**src/rtl/dram_timing_ctrl_if.sv**
```systemverilog
// Command-state type shared with the command FSM, and the bundle of signals
// exchanged between the FSM and its timing responder.
package dram_timing_pkg;
    typedef enum logic [2:0] {
        IDLE,
        INIT,
        ACTIVATE,
        READ,
        WRITE,
        PRECHARGE,
        REFRESH,
        NOP
    } dram_state_t;
endpackage

interface dram_timing_ctrl_if;
    import dram_timing_pkg::*;

    dram_state_t cmd_state;
    dram_state_t ncmd_state;
    logic        init_done;
    logic        tACT_done;
    logic        tRD_done;
    logic        tWR_done;
    logic        tPRE_done;
    logic        tREF_done;
    logic        rf_req;

    modport master (
        output cmd_state, ncmd_state, init_done,
        input  tACT_done, tRD_done, tWR_done, tPRE_done, tREF_done, rf_req
    );

    modport slave (
        input  cmd_state, ncmd_state, init_done,
        output tACT_done, tRD_done, tWR_done, tPRE_done, tREF_done, rf_req
    );
endinterface

```
**src/rtl/dram_timing_ctrl.sv**
```systemverilog
// Timing responder for the DRAM command FSM: times each command state and
// raises its done in the last cycle, and queues periodic refresh requests.
module dram_timing_ctrl
    import dram_timing_pkg::*;
#(
    parameter int T_RCD    = 4,
    parameter int T_RD     = 8,
    parameter int T_WR     = 10,
    parameter int T_RP     = 4,
    parameter int T_RFC    = 32,
    parameter int T_REFI   = 1560,
    parameter int CNT_W    = 16,
    parameter int PEND_MAX = 7
) (
    input  logic              CLK,
    input  logic              nRST,
    dram_timing_ctrl_if.slave bus
);
    localparam int REFI_W = $clog2(T_REFI);
    localparam int PEND_W = $clog2(PEND_MAX + 1);
    localparam logic [REFI_W-1:0] REFI_LD  = REFI_W'(T_REFI - 1);
    localparam logic [PEND_W-1:0] PEND_TOP = PEND_W'(PEND_MAX);

    function automatic logic [CNT_W-1:0] load_value(input dram_state_t s);
        logic [CNT_W-1:0] ld;
        ld = '0;
        case (s)
            ACTIVATE:  ld = CNT_W'(T_RCD - 1);
            READ:      ld = CNT_W'(T_RD - 1);
            WRITE:     ld = CNT_W'(T_WR - 1);
            PRECHARGE: ld = CNT_W'(T_RP - 1);
            REFRESH:   ld = CNT_W'(T_RFC - 1);
            default:   ld = '0;
        endcase
        return ld;
    endfunction

    logic [CNT_W-1:0]  cnt;
    logic [REFI_W-1:0] ref_cnt;
    logic [PEND_W-1:0] pend;
    logic              armed;
    logic              state_change;
    logic              timed;
    logic              done;
    logic              ref_expire;
    logic              ref_entry;

    // armed keeps a reset taken mid-command from completing that command on release.
    always_comb begin
        state_change = (bus.ncmd_state != bus.cmd_state);
        timed        = (bus.cmd_state == ACTIVATE) || (bus.cmd_state == READ) ||
                       (bus.cmd_state == WRITE) || (bus.cmd_state == PRECHARGE) ||
                       (bus.cmd_state == REFRESH);
        done         = timed && (cnt == '0) && bus.init_done && armed;
        ref_expire   = bus.init_done && (ref_cnt == '0);
        ref_entry    = (bus.ncmd_state == REFRESH) && (bus.cmd_state != REFRESH);
    end

    always_ff @(posedge CLK or negedge nRST) begin
        if (!nRST) begin
            cnt   <= '0;
            armed <= 1'b0;
        end else begin
            if (state_change) begin
                cnt   <= load_value(bus.ncmd_state);
                armed <= 1'b1;
            end else if (done) begin
                cnt <= load_value(bus.cmd_state);
            end else if (cnt != '0) begin
                cnt <= cnt - CNT_W'(1);
            end
        end
    end

    always_ff @(posedge CLK or negedge nRST) begin
        if (!nRST) begin
            ref_cnt <= REFI_LD;
        end else if (!bus.init_done || (ref_cnt == '0)) begin
            ref_cnt <= REFI_LD;
        end else begin
            ref_cnt <= ref_cnt - REFI_W'(1);
        end
    end

    // An expiry and a refresh entry on the same edge cancel out.
    always_ff @(posedge CLK or negedge nRST) begin
        if (!nRST) begin
            pend <= '0;
        end else if (ref_expire && !ref_entry) begin
            if (pend != PEND_TOP) pend <= pend + PEND_W'(1);
        end else if (ref_entry && !ref_expire) begin
            if (pend != '0) pend <= pend - PEND_W'(1);
        end
    end

    assign bus.tACT_done = done && (bus.cmd_state == ACTIVATE);
    assign bus.tRD_done  = done && (bus.cmd_state == READ);
    assign bus.tWR_done  = done && (bus.cmd_state == WRITE);
    assign bus.tPRE_done = done && (bus.cmd_state == PRECHARGE);
    assign bus.tREF_done = done && (bus.cmd_state == REFRESH);
    assign bus.rf_req    = (pend != '0);

endmodule

```
**src/flat_wrapper.sv**
```systemverilog
// flat-port wrapper written by rule: the top's interface ports become plain ports
module dram_timing_ctrl_flat import dram_timing_pkg::*;
#(
    parameter int T_RCD    = 4,
    parameter int T_RD     = 8,
    parameter int T_WR     = 10,
    parameter int T_RP     = 4,
    parameter int T_RFC    = 32,
    parameter int T_REFI   = 1560,
    parameter int CNT_W    = 16,
    parameter int PEND_MAX = 7
)
  (CLK, nRST, bus_cmd_state, bus_ncmd_state, bus_init_done, bus_tACT_done, bus_tRD_done, bus_tWR_done, bus_tPRE_done, bus_tREF_done, bus_rf_req);
  dram_timing_ctrl_if bus_i ();
  input  logic CLK;
  input  logic nRST;
  input wire logic [$bits(bus_i.cmd_state)-1:0] bus_cmd_state;
  input wire logic [$bits(bus_i.ncmd_state)-1:0] bus_ncmd_state;
  input wire logic [$bits(bus_i.init_done)-1:0] bus_init_done;
  output wire logic [$bits(bus_i.tACT_done)-1:0] bus_tACT_done;
  output wire logic [$bits(bus_i.tRD_done)-1:0] bus_tRD_done;
  output wire logic [$bits(bus_i.tWR_done)-1:0] bus_tWR_done;
  output wire logic [$bits(bus_i.tPRE_done)-1:0] bus_tPRE_done;
  output wire logic [$bits(bus_i.tREF_done)-1:0] bus_tREF_done;
  output wire logic [$bits(bus_i.rf_req)-1:0] bus_rf_req;
  assign bus_i.cmd_state = bus_cmd_state;
  assign bus_i.ncmd_state = bus_ncmd_state;
  assign bus_i.init_done = bus_init_done;
  assign bus_tACT_done = bus_i.tACT_done;
  assign bus_tRD_done = bus_i.tRD_done;
  assign bus_tWR_done = bus_i.tWR_done;
  assign bus_tPRE_done = bus_i.tPRE_done;
  assign bus_tREF_done = bus_i.tREF_done;
  assign bus_rf_req = bus_i.rf_req;
  dram_timing_ctrl #(.T_RCD(T_RCD), .T_RD(T_RD), .T_WR(T_WR), .T_RP(T_RP), .T_RFC(T_RFC), .T_REFI(T_REFI), .CNT_W(CNT_W), .PEND_MAX(PEND_MAX)) u_core (.CLK(CLK), .nRST(nRST), .bus(bus_i));
endmodule
```
**config.mk**
```make
export PLATFORM = sky130hd
export DESIGN_NAME = dram_timing_ctrl_flat
export DESIGN_NICKNAME = d
export VERILOG_FILES = /design/src/rtl/dram_timing_ctrl_if.sv /design/src/rtl/dram_timing_ctrl.sv /design/src/flat_wrapper.sv
export SDC_FILE = /design/constraint.sdc
export NUM_CORES = 1
export LEC_CHECK = 0
export BUFFER_PORTS_ARGS = -buffer_cell sky130_fd_sc_hd__buf_2
export CAP_MARGIN = 0
export CORE_MARGIN = 5
export CORE_UTILIZATION = 55
export DETAILED_ROUTE_END_ITERATION = 8
export MAX_ROUTING_LAYER = met4
export PLACE_DENSITY_LB_ADDON = 0.05
export SLEW_MARGIN = 20
export SYNTH_ARGS = -nofsm -noshare
export SYNTH_HDL_FRONTEND = slang
export SYNTH_SLANG_ARGS = --single-unit
export TNS_END_PERCENT = 30
```
**constraint.sdc**
```tcl
create_clock -name CLK -period 3.2 [get_ports CLK]
set_clock_uncertainty 0.05 [all_clocks]
set_input_delay 0.64 -clock CLK [delete_from_list [all_inputs] [get_ports CLK]]
set_output_delay 0.64 -clock CLK [all_outputs]
set_load 0.02 [all_outputs]
```
==> results.txt, run 1 <==
clk slew on worst S/H paths: 0.07 ns
top-area cell type share of the netlist area: 0.298
ranking of synthesized cells by area: dfrtp_1, dfstp_2, xnor2_1
capturing point of the worst reg2reg path: u_core.pend[1]$_DFFE_PN0P_
RSZ-0062 raised after global routing: false
Slew @ Worst Pin: 0.688 ns
gr usage total: 0.190
Setup Viol. Count Final: 0
top_reg_cell synth: dfrtp_1
1st-iter DRT viols: 111
synth cell count leaders: nor2_1, dfrtp_1, nand2_1
DR WL/cell: 14.9 µm
clk sinks: 31
crit path max fanout: 6
clk buf depth: 2
cells after synthesis: 228
cell chain of the critical path: inv_1, ha_1, nor4b_2, and4_1, nand3_2, nor3_1, buf_2
peak supply drop: 0.000402 V
Hold Crit Class: input pin to async pin
synthesized area: 2100 µm²
first-pass iteration count of the detailed router: 4
flop and latch count out of synthesis: 31
startpoint types: flip-flop
crit path from: u_core.cnt[0]$_DFFE_PN0P_
Max-Cap Viols: 0
DRC viols: 0
register area share after synthesis: 0.373
CP Depth: 7
Initial Utilization: 0.570
critical path arrival: 2.24 ns
n_diodes: 0
# H-tree levels: 2
Peak Freq: 0.341 GHz
Crit Path Class: flip-flop to output port
worst skew pair latency: 0.28 ns
FF-to-FF setup slack: 0.47 ns
status: finished, final reports clean
fillers: 323
CTS Root Buffer Type: clkbuf_8
mean post-synth cell area: 9.22 µm²
crit path max-delay cell type: dfrtp_1
initial antenna violation count: 0
Crit Reg-Reg Startpoint: u_core.ref_cnt[0]$_DFF_PN1_
CTS resizes: 0
fraction of layout cells with a size suffix above 1: 0.191
synth warn: 0
Setup crit end: bus_tWR_done
Vias: 1750
Pwr Total: 1150 µW
max incr delay on CP: 0.39 ns
P_leak: 0.000945 µW
max-slew violations: 0
Post-synth EDFFs: 0
worst reg-to-reg path cell count: 9
I/O Pins: 15
Post-CTS Setup Inserts: 0
GR Util met1: 0.228
required time worst endpoint: 2.51 ns
count leader, synth: nor2_1
core area: 3690 µm²
# hold bufs at CTS: 0
first-pass GRT wire length: 7620 µm
setup TNS: 0 ns
Cell variety after synth: 60
Die H: 71.8 µm
CP top delay family: simple AND/OR/NAND/NOR gates
hpwl dp: 3170 µm
Syn-to-layout area delta: 10.2%
PortBufs: 14
GRT busiest layer: met2
worst rel slew slack: 0.541
final net count: 260
Placement Rows: 22
ys async rst share: 1.00
leading area contributor after synthesis: dfrtp_1
Syn Nets: 242
PD cells: 496 nW/µm²
pin count of the biggest net entering global routing: 32
vias in the first global route: 1641
worst path bufs/invs: 2
Final Cycle Share: 0.916
crit end category: output port
min Tclk post-route: 2.93 ns
GR Util met3: 0.0533
met2 Use GR: 0.302
CTS tree: built
Final Wtd Congestion: 0.822
GR Overflow Total: 0
die width: 71.8 µm
DIE AREA: 5160 µm²
vias per cell: 5.95
CTS Buf Count: 5
antenna violation net count after detailed routing: 0
Final Hold Fails: 0
final WL: 4380 µm
registers in the layout (all words and copies together) (netlist names):
signal,count
u_core.armed,1
u_core.pend,3
u_core.ref_cnt,11
u_core.cnt,16
placed cells by master (no fill, tap or decap), types with 5 or more instances in the layout:
| cell type | instances |
|---|---|
| nor4_1 | 5 |
| buf_2 | 14 |
| dfrtp_1 | 25 |
| o21ai_0 | 5 |
| dfstp_2 | 6 |
| nor3_1 | 13 |
| a21oi_1 | 12 |
| nor2_1 | 26 |
| nand2b_1 | 5 |
| nor2b_1 | 5 |
| clkbuf_8 | 6 |
| nand3_1 | 8 |
| xor2_1 | 7 |
| nand2_1 | 18 |
| inv_1 | 10 |
| xnor2_1 | 13 |
per-stage QoR:
stage          instances  setup slack (ns)  hold slack (ns)  cell area, µm²  utilization
2_1_floorplan        228             0.584            0.294            2100            -
3_3_place_gp         287             0.501            0.410            2220        0.602
3_5_place_dp         287             0.388            0.411            2220        0.602
4_1_cts              294             0.177            0.372            2310        0.626
5_1_grt              294            0.0361            0.413            2320        0.628
6_report             294             0.270            0.348            2320        0.628
power breakdown:
part           switching (µW)  leakage [µW]  internal, µW
combinational             214      0.000503           148
clock                     142     0.0000470           169
sequential               47.9      0.000395           428
final cells by class:
type	count	area, µm²	area share
clock inverter	1	5.00	0.00216
timing repair buffer	16	85.1	0.0367
inverter	10	37.5	0.0162
clock buffer	6	82.6	0.0356
multi-input combinational	182	1260	0.545
sequential	31	783	0.338
tap	48	60.1	0.0259
cell families (layout without fill, tap and decap cells):
| family | Yosys count | count (layout) | share of synthesized area |
|---|---|---|---|
| multiplexers | 2 | 2 | 0.00952 |
| AO/OA/AOI/OAI | 44 | 44 | 0.163 |
| AND/OR/NAND/NOR | 111 | 111 | 0.308 |
| adder cells (fa/ha/maj) | 5 | 5 | 0.0333 |
| buffers and inverters | 15 | 33 | 0.0304 |
| flip-flops | 31 | 31 | 0.373 |
| XOR/XNOR | 20 | 20 | 0.0833 |
how the worst min path moves through the flow:
stage / start / to / slack (ns)
2_1_floorplan: nRST / u_core.armed$_DFFE_PN0N_ / 0.29
3_3_place_gp: u_core.ref_cnt[0]$_DFF_PN1_ / u_core.ref_cnt[0]$_DFF_PN1_ / 0.41
3_5_place_dp: u_core.ref_cnt[0]$_DFF_PN1_ / u_core.ref_cnt[0]$_DFF_PN1_ / 0.41
4_1_cts: nRST / u_core.cnt[13]$_DFFE_PN0P_ / 0.37
5_1_grt: nRST / u_core.cnt[8]$_DFFE_PN0P_ / 0.41
6_report: nRST / u_core.cnt[12]$_DFFE_PN0P_ / 0.35
metal layers:
metal  vias to the layer above  wire length [µm]  part of all wire
li1                        860                 -                 -
met1                       855              2010              0.46
met2                        31              2180              0.50
met3                         4               147             0.034
met4                         0                40            0.0091
met5                         -                 0                 0
No activity file was read; power rests on OpenSTA's default activity.
==> inputs of run 2 (changes only) <==
--- a/config.mk
+++ b/config.mk
@@ -10,7 +10,6 @@
 export CORE_MARGIN = 5
 export CORE_UTILIZATION = 55
 export DETAILED_ROUTE_END_ITERATION = 8
-export MAX_ROUTING_LAYER = met4
 export PLACE_DENSITY_LB_ADDON = 0.05
 export SLEW_MARGIN = 20
 export SYNTH_ARGS = -nofsm -noshare
==> results.txt, run 2 (synthesis results as in run 1) <==
status: finished, final reports clean
required time worst endpoint: 2.51 ns (about the same)
CTS Root Buffer Type: clkbuf_8
Initial Utilization: 0.570 (unchanged)
fraction of layout cells with a size suffix above 1: 0.186 (-0.00482)
commonest non-fill, non-tap cell in the layout: nor2_1
max-slew violations: 0 (unchanged)
# hold bufs at CTS: 0 (unchanged)
vias in the first global route: 1711 (+4.3%)
min Tclk post-route: 2.84 ns (-0.0938 ns)
Die H: 71.8 µm (unchanged)
fillers: 315 (-2.5%)
crit path max fanout: 8 (+2)
clk slew on worst S/H paths: 0.07 ns (about the same)
Syn-to-layout area delta: 10.7%
first-pass GRT wire length: 7530 µm (-1.1%)
crit path max-delay cell type: dfrtp_1
Final Cycle Share: 0.886 (-0.0293)
CTS resizes: 0 (unchanged)
DR WL/cell: 14.4 µm (-3.5%)
final WL: 4240 µm (-3.2%)
Placement Rows: 22 (unchanged)
GR Overflow Total: 0 (unchanged)
final net count: 260 (unchanged)
cell chain of the critical path: inv_1, ha_1, nor4b_2, nand4_2, nor2_1, nand2_1, nor2_1, buf_2
peak supply drop: 0.000319 V (-21%)
DIE AREA: 5160 µm² (unchanged)
Vias: 1723 (-1.5%)
P_leak: 0.000950 µW (+0.50%)
antenna violation net count after detailed routing: 0 (unchanged)
worst path bufs/invs: 2 (unchanged)
Max-Cap Viols: 0 (unchanged)
number of flip-flops in the largest register: 16 (unchanged)
DP Area: 2220 µm² (unchanged)
Setup Viol. Count Final: 0 (unchanged)
Pwr Total: 1170 µW (+1.8%)
core area: 3690 µm² (unchanged)
max incr delay on CP: 0.38 ns (about the same)
critical path arrival: 2.15 ns (-0.09 ns)
worst rel slew slack: 0.548 (+0.00617)
Final Instance Area: 2330 µm² (+0.43%)
Setup WS post-layout: 0.364 ns (+0.0938 ns)
DRC viols: 0 (unchanged)
n_diodes: 0 (unchanged)
CP top delay family: simple AND/OR/NAND/NOR gates
crit end category: output port
initial antenna violation count: 0 (unchanged)
Peak Freq: 0.353 GHz (+3.3%)
CTS Buf Count: 5 (unchanged)
RSZ-0062 raised after global routing: false
hpwl dp: 3130 µm (-1.3%)
# H-tree levels: 2 (unchanged)
most frequent CP cell: nor2_1
Final Core Density: 0.631 (+0.00271)
worst skew pair latency: 0.29 ns (about the same)
setup TNS: 0 ns (unchanged)
Hold Crit Class: input pin to async pin
die width: 71.8 µm (unchanged)
Crit Path Class: flip-flop to output port
PortBufs: 14 (unchanged)
Final Hold Fails: 0 (unchanged)
Top reg by flops: u_core.cnt
pin count of the biggest net entering global routing: 32 (unchanged)
vias per cell: 5.84 (-1.9%)
clk sinks: 31 (unchanged)
gr usage total: 0.182 (-0.00780)
Final Wtd Congestion: 0.841 (+2.4%)
PD cells: 503 nW/µm² (+1.4%)
CTS tree: built
Place WS: 0.309 ns (-0.0786 ns)
1st-iter DRT viols: 74 (-33%)
startpoint types: flip-flop
first-pass iteration count of the detailed router: 4 (unchanged)
Post-CTS Setup Inserts: 0 (unchanged)
clk buf depth: 2 (unchanged)
top flop regs: u_core.cnt (16), u_core.ref_cnt (11), u_core.pend (3)
most frequent cells in the layout: nor2_1, dfrtp_1, nand2_1, buf_2
Slew @ Worst Pin: 0.679 ns (-0.00926 ns)
I/O Pins: 15 (unchanged)
-- run 2: cell types whose count changed in the layout (fill, tap and decap cells not counted) --
cell	delta
nor2_1	+1
clkinv_2	-1
nor2_2	-1
clkbuf_1	+1
clkbuf_8	+1
-- run 2: final timing paths --
path,startpoint,end,slack [ns],cells after the start
worst max-delay path,u_core.cnt[1]$_DFFE_PN0P_,bus_tPRE_done,0.36,8
worst min-delay path,nRST,u_core.cnt[12]$_DFFE_PN0P_,0.34,1
worst max register to register,u_core.ref_cnt[0]$_DFF_PN1_,u_core.pend[1]$_DFFE_PN0P_,0.52,9
worst min register to register,u_core.ref_cnt[0]$_DFF_PN1_,u_core.ref_cnt[0]$_DFF_PN1_,0.42,1
max in group asynchronous,nRST,u_core.ref_cnt[5]$_DFF_PN0_,2.31,1
min in group CLK,u_core.ref_cnt[0]$_DFF_PN1_,u_core.ref_cnt[0]$_DFF_PN1_,0.42,1
-- run 2: area by class of cell --
type                            count  area [µm²]  share of cell area
Clock buffer                        8         100              0.0430
Inverter                           10        37.5              0.0161
Multi-Input combinational cell    182        1260               0.542
Sequential cell                    31         783               0.337
Tap cell                           48        60.1              0.0258
Timing Repair Buffer               16        85.1              0.0366
-- run 2: layer usage --
metal,vias to the layer above,share of wire,global-route usage,wire (µm)
li1,863,-,-,-
met1,824,0.45,0.224,1890
met2,27,0.50,0.303,2110
met3,9,0.034,0.0449,146
met4,0,0.021,0.0793,90
met5,-,0,0,0
-- run 2: worst register-to-register path: stages, from the launching register on --
cell and delay (ns):
dfstp_2 0.56, inv_1 0.06, ha_1 0.21, nor4bb_1 0.14, and3_1 0.23, nand2_1 0.15, fa_1 0.48, nor3b_1 0.16
a2111oi_0 0.42, a211oi_1 0.10
-- run 2: report_power, final --
group / switching, µW / total, µW / leakage, µW / internal, µW
Sequential: 50.0 / 478 / 0.000395 / 428
Combinational: 203 / 350 / 0.000503 / 147
Clock: 146 / 342 / 0.0000515 / 196
Total: 399 / 1170 / 0.000950 / 771
-- run 2: stage by stage --
step / instances / hold slack (ns)
after floorplan: 228 / 0.294
after global routing: 295 / 0.396
after CTS: 295 / 0.357
final: 295 / 0.336
after detailed placement: 287 / 0.410
after global placement: 287 / 0.408
